`src/rtl/nds_fifo_rd_ctrl.sv`:
```
// Read-side controller for a show-ahead FIFO. Moves tran_cnt words from the
// FIFO head into a single-entry valid/ready output register. The output
// register can be refilled in the same cycle that it is accepted.
//
// state  | meaning
// -------+----------------------------------------------------------
// IDLE   | waiting for start; remain_cnt keeps its last value
// XFER   | popping FIFO words and presenting them to the destination
// DONE   | one cycle at the end of a normal transfer; done is high
module nds_fifo_rd_ctrl #(
  parameter int DATA_WIDTH = 32,
  parameter int CNT_WIDTH  = 16
) (
  input  logic                  clk,
  input  logic                  reset_n,
  input  logic                  start,
  input  logic [CNT_WIDTH-1:0]  tran_cnt,
  input  logic                  abort,
  input  logic                  fifo_empty,
  input  logic [DATA_WIDTH-1:0] fifo_rd_data,
  output logic                  fifo_rd,
  output logic                  dst_valid,
  output logic [DATA_WIDTH-1:0] dst_data,
  input  logic                  dst_ready,
  output logic                  busy,
  output logic                  done,
  output logic                  aborted,
  output logic [CNT_WIDTH-1:0]  remain_cnt
);

  typedef enum logic [1:0] {
    S_IDLE = 2'd0,
    S_XFER = 2'd1,
    S_DONE = 2'd2
  } state_t;

  localparam logic [CNT_WIDTH-1:0] CNT_ONE = CNT_WIDTH'(1);

  state_t                r_state;
  state_t                w_next_state;
  logic [CNT_WIDTH-1:0]  r_pop_cnt;
  logic [CNT_WIDTH-1:0]  r_remain_cnt;
  logic [DATA_WIDTH-1:0] r_dst_data;
  logic                  r_dst_valid;
  logic                  r_aborted;
  logic                  w_fifo_rd;
  logic                  w_accept;
  logic                  w_load;
  logic                  w_abort_xfer;

  assign w_accept = r_dst_valid && dst_ready;
  assign w_load   = (r_state == S_IDLE) && start;

  // State register
  always_ff @(posedge clk or negedge reset_n) begin
    if (!reset_n) begin
      r_state <= S_IDLE;
    end else begin
      r_state <= w_next_state;
    end
  end

  // Next-state, pop strobe and abort decode. An abort that lands on the
  // acceptance of the last word loses to the normal completion.
  always_comb begin
    w_next_state = r_state;
    w_fifo_rd    = 1'b0;
    w_abort_xfer = 1'b0;
    case (r_state)
      S_IDLE: begin
        if (start) begin
          w_next_state = (tran_cnt != '0) ? S_XFER : S_DONE;
        end
      end
      S_XFER: begin
        w_fifo_rd = (r_pop_cnt != '0) && !fifo_empty && !abort &&
                    (!r_dst_valid || dst_ready);
        if (w_accept && (r_remain_cnt == CNT_ONE)) begin
          w_next_state = S_DONE;
        end else if (abort) begin
          w_next_state = S_IDLE;
          w_abort_xfer = 1'b1;
        end
      end
      S_DONE: begin
        w_next_state = S_IDLE;
      end
      default: begin
        w_next_state = S_IDLE;
      end
    endcase
  end

  // Counters, output word register and abort pulse
  always_ff @(posedge clk or negedge reset_n) begin
    if (!reset_n) begin
      r_pop_cnt    <= '0;
      r_remain_cnt <= '0;
      r_dst_data   <= '0;
      r_dst_valid  <= 1'b0;
      r_aborted    <= 1'b0;
    end else begin
      r_aborted <= w_abort_xfer;
      if (w_load) begin
        r_pop_cnt    <= tran_cnt;
        r_remain_cnt <= tran_cnt;
      end else begin
        if (w_fifo_rd && (r_pop_cnt != '0)) begin
          r_pop_cnt <= r_pop_cnt - CNT_ONE;
        end
        if (w_accept && (r_remain_cnt != '0)) begin
          r_remain_cnt <= r_remain_cnt - CNT_ONE;
        end
      end
      if (w_fifo_rd) begin
        r_dst_data <= fifo_rd_data;
      end
      // An aborted word is dropped, not delivered.
      if (w_abort_xfer) begin
        r_dst_valid <= 1'b0;
      end else if (w_fifo_rd) begin
        r_dst_valid <= 1'b1;
      end else if (w_accept) begin
        r_dst_valid <= 1'b0;
      end
    end
  end

  assign fifo_rd    = w_fifo_rd;
  assign dst_valid  = r_dst_valid;
  assign dst_data   = r_dst_data;
  assign busy       = (r_state == S_XFER) || (r_state == S_DONE);
  assign done       = (r_state == S_DONE);
  assign aborted    = r_aborted;
  assign remain_cnt = r_remain_cnt;

endmodule

```
`config.mk`:
```
export PLATFORM = sky130hd
export DESIGN_NAME = nds_fifo_rd_ctrl
export DESIGN_NICKNAME = d
export VERILOG_FILES = /design/src/rtl/nds_fifo_rd_ctrl.sv
export SDC_FILE = /design/constraint.sdc
export NUM_CORES = 1
export LEC_CHECK = 0
export BUFFER_PORTS_ARGS = -buffer_cell sky130_fd_sc_hd__buf_2
export CAP_MARGIN = 20
export CORE_MARGIN = 5
export CORE_UTILIZATION = 35
export DETAILED_ROUTE_END_ITERATION = 6
export PLACE_DENSITY = 0.63
export SYNTH_ARGS = -nofsm -noshare
export SYNTH_HDL_FRONTEND = slang
export SYNTH_SLANG_ARGS = --single-unit
```
`constraint.sdc`:
```
create_clock -name clk -period 2.25 [get_ports clk]
set_clock_uncertainty 0.1 [all_clocks]
set_input_delay 0.1125 -clock clk [delete_from_list [all_inputs] [get_ports clk]]
set_output_delay 0.1125 -clock clk [all_outputs]
set_load 0.05 [all_outputs]
```
==> results by group <==
Run status
  – Status: finished with violations
  – Failing checks: negative setup slack

Timing
  – Final setup fails: 3
  – Setup_tns: -0.0142 ns
  – Max Transition Viols Final: 0
  – Min Tclk post-route: 2.26 ns
  – Hold slack: 0.0264 ns
  – Fin. Hold Viols: 0
  – F_max: 443 MHz
  – Slew @ Worst Pin: 0.537 ns
  – Slew headroom: 0.642
  – Final WS setup: -0.00886 ns
  – RSZ-0062 raised after global routing: true
  – Final Cycle Share: 1.00

Floorplanning
  – Die W: between 100 and 150 microns
  – Initial core utilization: 0.355
  – Height of the die: 109 microns
  – Die area: 0.0119 sq mm
  – Core Box Area: 0.00964 sq mm
  – Top Ports: 107
  – Placement row count: 36

Drt
  – Via Count: between 3000 and 4000
  – Final wirelength: between 10 and 15 mm
  – Vias per cell: 4.90
  – WL/cell: 15.3 microns
  – First drt pass iteration count: 4
  – Post-route ant nets: 0
  – Residual DRC count: 0
  – Initial drt markers: 165

Setup path
  – Cells on worst reg2reg path: 9
  – WS Path Type: reg -> reg
  – Critical path fanouts, max: 2
  – CP endpoint kind: register
  – Critical Path RT: 2.40 ns
  – Critical path arrival: 2.41 ns
  – Reg-to-Reg Start: r_state[1]
  – Crit start category: register
  – FF-to-FF setup slack: -0.009 ns
  – Worst reg2reg path endpoint: r_pop_cnt[14]

Run
  – Max Cap Viol: 0

Logic synthesis
  – Count leader, synth: nand2_1
  – Synth Flop Type: dfrtp_1
  – Avg Inst Size Synth: 8.91 sq um
  – Asr flop ratio synth: 1.00
  – Post-synthesis sequential area ratio: 0.497
  – Syn Nets: 446
  – Syn. warnings: 0
  – Post-synth EDFFs: 0
  – Library cells used by synthesis: 47
  – Synth Register Bits: 68
  – Post-synth top cells: nand2_1, dfrtp_1, a21oi_1
  – Mapped Area: 0.00342 sq mm
  – Synth top area share: 0.497
  – Area contributors post-synth: dfrtp_1, nand2_1, a21oi_1
  – Largest area contributor in the netlist: dfrtp_1
  – Mapped Cells: 384

Clock tree
  – Clock Tree Buf Depth: 2
  – CTS sink cnt: 68
  – CTS tree: yes
  – H-Tree Depth: 3
  – Clock root cell: clkbuf_8
  – Worst-Skew Late Latency: 0.33 ns
  – Total CTS buffers: 9
  – Clk pin slew, worst setup/hold paths: approximately 0.080 ns

Layout
  – Layout Utilization: 0.548
  – Layout cells sized above 1: 0.334
  – # nets final: 640
  – Antenna cell count: 0
  – Area Growth Syn to Fin: 54.3%

Hold path
  – Hold WC Path Type: in -> reg
  – Hold Crit Depth: 3
  – Hold_sp: tran_cnt[1]
  – Hold EP: r_pop_cnt[1]

Global route
  – Total global-route track usage: 0.188
  – Initial antenna violation count: 0
  – Remaining Overflow, GRT: 0
  – Pin count of the biggest net entering global routing: 33
  – Number of global-route vias before repair: 3592
  – First-pass GRT wire length: approximately 18 mm

Place
  – GPL Wtd Cong: 0.844
  – Dpl hpwl: approximately 7.8 mm
  – Pre-CTS WS: -0.0154 ns
  – PortBufs: 106

Power
  – Max IR drop VDD: 0.000814 V
  – Static Leakage: 2.52 nW
  – Pwr dens: 1400 mW/mm^2
timing repair:
| item | in CTS | in global routing |
|---|---|---|
| gates cloned | 0 | 2 |
| resized for setup | 13 | 19 |
| pin swaps | 0 | 8 |
| setup endpoints to repair | 4 | 17 |
| endpoints found under the hold margin | 75 | 0 |
| buffers inserted | 1 | 6 |
| hold buffers | 48 | 0 |
flip-flops by register name, summed over array words and instances, names as in the netlist:
| name | flops |
|---|---|
| dst_valid | 1 |
| aborted | 1 |
| r_pop_cnt | 16 |
| dst_data | 32 |
| r_state | 2 |
| remain_cnt | 16 |
where the power goes:
part | total (mW) | switching [mW] | internal [mW] | leakage [nW]
combinational | 4.01 | 2.78 | 1.22 | 1.61
sequential | 2.28 | 0.477 | 1.80 | 0.801
clock | 1.10 | 0.473 | 0.627 | 0.111
total | 7.39 | 3.73 | 3.66 | 2.52
placed cells by master (no fill, tap or decap), types with 3 or more instances in the layout:
cell	netlist	final
o21ai_1	6	5
nand2b_1	6	6
or3_1	3	3
or4_1	5	3
dlygate4sd3_1	0	48
dfrtp_2	0	6
nand3_1	9	8
nor3_1	8	7
dfrtp_1	68	62
nand4b_1	4	4
and2_1	4	4
clkbuf_8	0	9
buf_4	0	38
nor4_1	10	9
nand2_1	104	103
a31oi_1	5	4
nor2_1	29	29
inv_1	9	8
buf_2	4	105
xnor2_1	6	6
ha_1	8	7
xor2_1	14	14
or4_4	2	5
mux2i_1	3	3
a21oi_1	31	31
nand4_1	5	5
buf_12	0	3
through the flow:
stage          instances  total power, mW  cell area, sq um
2_1_floorplan        384             4.88              3440
3_3_place_gp         643             5.99              4360
3_5_place_dp         643             6.06              4360
4_1_cts              708             7.29              5110
5_1_grt              716             7.85              5280
6_report             716             7.39              5280
cell families (layout without fill, tap and decap cells):
| group | after synthesis | after routing | synth area share |
|---|---|---|---|
| XOR/XNOR | 20 | 20 | 0.0512 |
| buffers and inverters | 26 | 224 | 0.0322 |
| multiplexers | 4 | 4 | 0.0121 |
| flip-flops | 68 | 68 | 0.497 |
| AND/OR/NAND/NOR | 199 | 200 | 0.274 |
| AO/OA/AOI/OAI | 59 | 59 | 0.104 |
| adder cells (fa/ha/maj) | 8 | 8 | 0.0293 |
worst max path at each step:
stage          cells past startpoint           start             end  slack (ns)
2_1_floorplan                      6  remain_cnt[11]  remain_cnt[10]       -0.11
5_1_grt                            5   remain_cnt[5]  remain_cnt[10]       -0.06
3_3_place_gp                       7   remain_cnt[5]      r_state[0]      -0.006
4_1_cts                            5  remain_cnt[11]  remain_cnt[10]      -0.007
6_report                           9      r_state[1]   r_pop_cnt[14]      -0.009
3_5_place_dp                       7   remain_cnt[5]      r_state[0]       -0.02
worst max-delay path: stages, from the launching register on:
cell and delay, ns:
dfrtp_1 0.40, inv_2 0.08, ha_4 0.12, or3b_4 0.39, nor2b_4 0.15, buf_6 0.11, buf_6 0.09, nand3_4 0.06
or4_4 0.54, a31oi_4 0.14
cell type report:
cell class | instances | area [sq um]
fillers | 893 | 4360
clock inverters | 6 | 87.6
inverters | 10 | 42.5
repair buffers | 198 | 1410
well taps | 133 | 166
multi-input cells | 291 | 1730
flip-flops and latches | 68 | 1710
clock buffers | 10 | 128
layer usage:
metal  GRT usage  part of all wire  up-vias
met2       0.308              0.48      112
met4      0.0478            0.0059        0
met1       0.252              0.45     1678
met5           0                 0        -
li1            -                 -     1714
met3      0.0414             0.066        4
(Power assumes the default switching activity.)
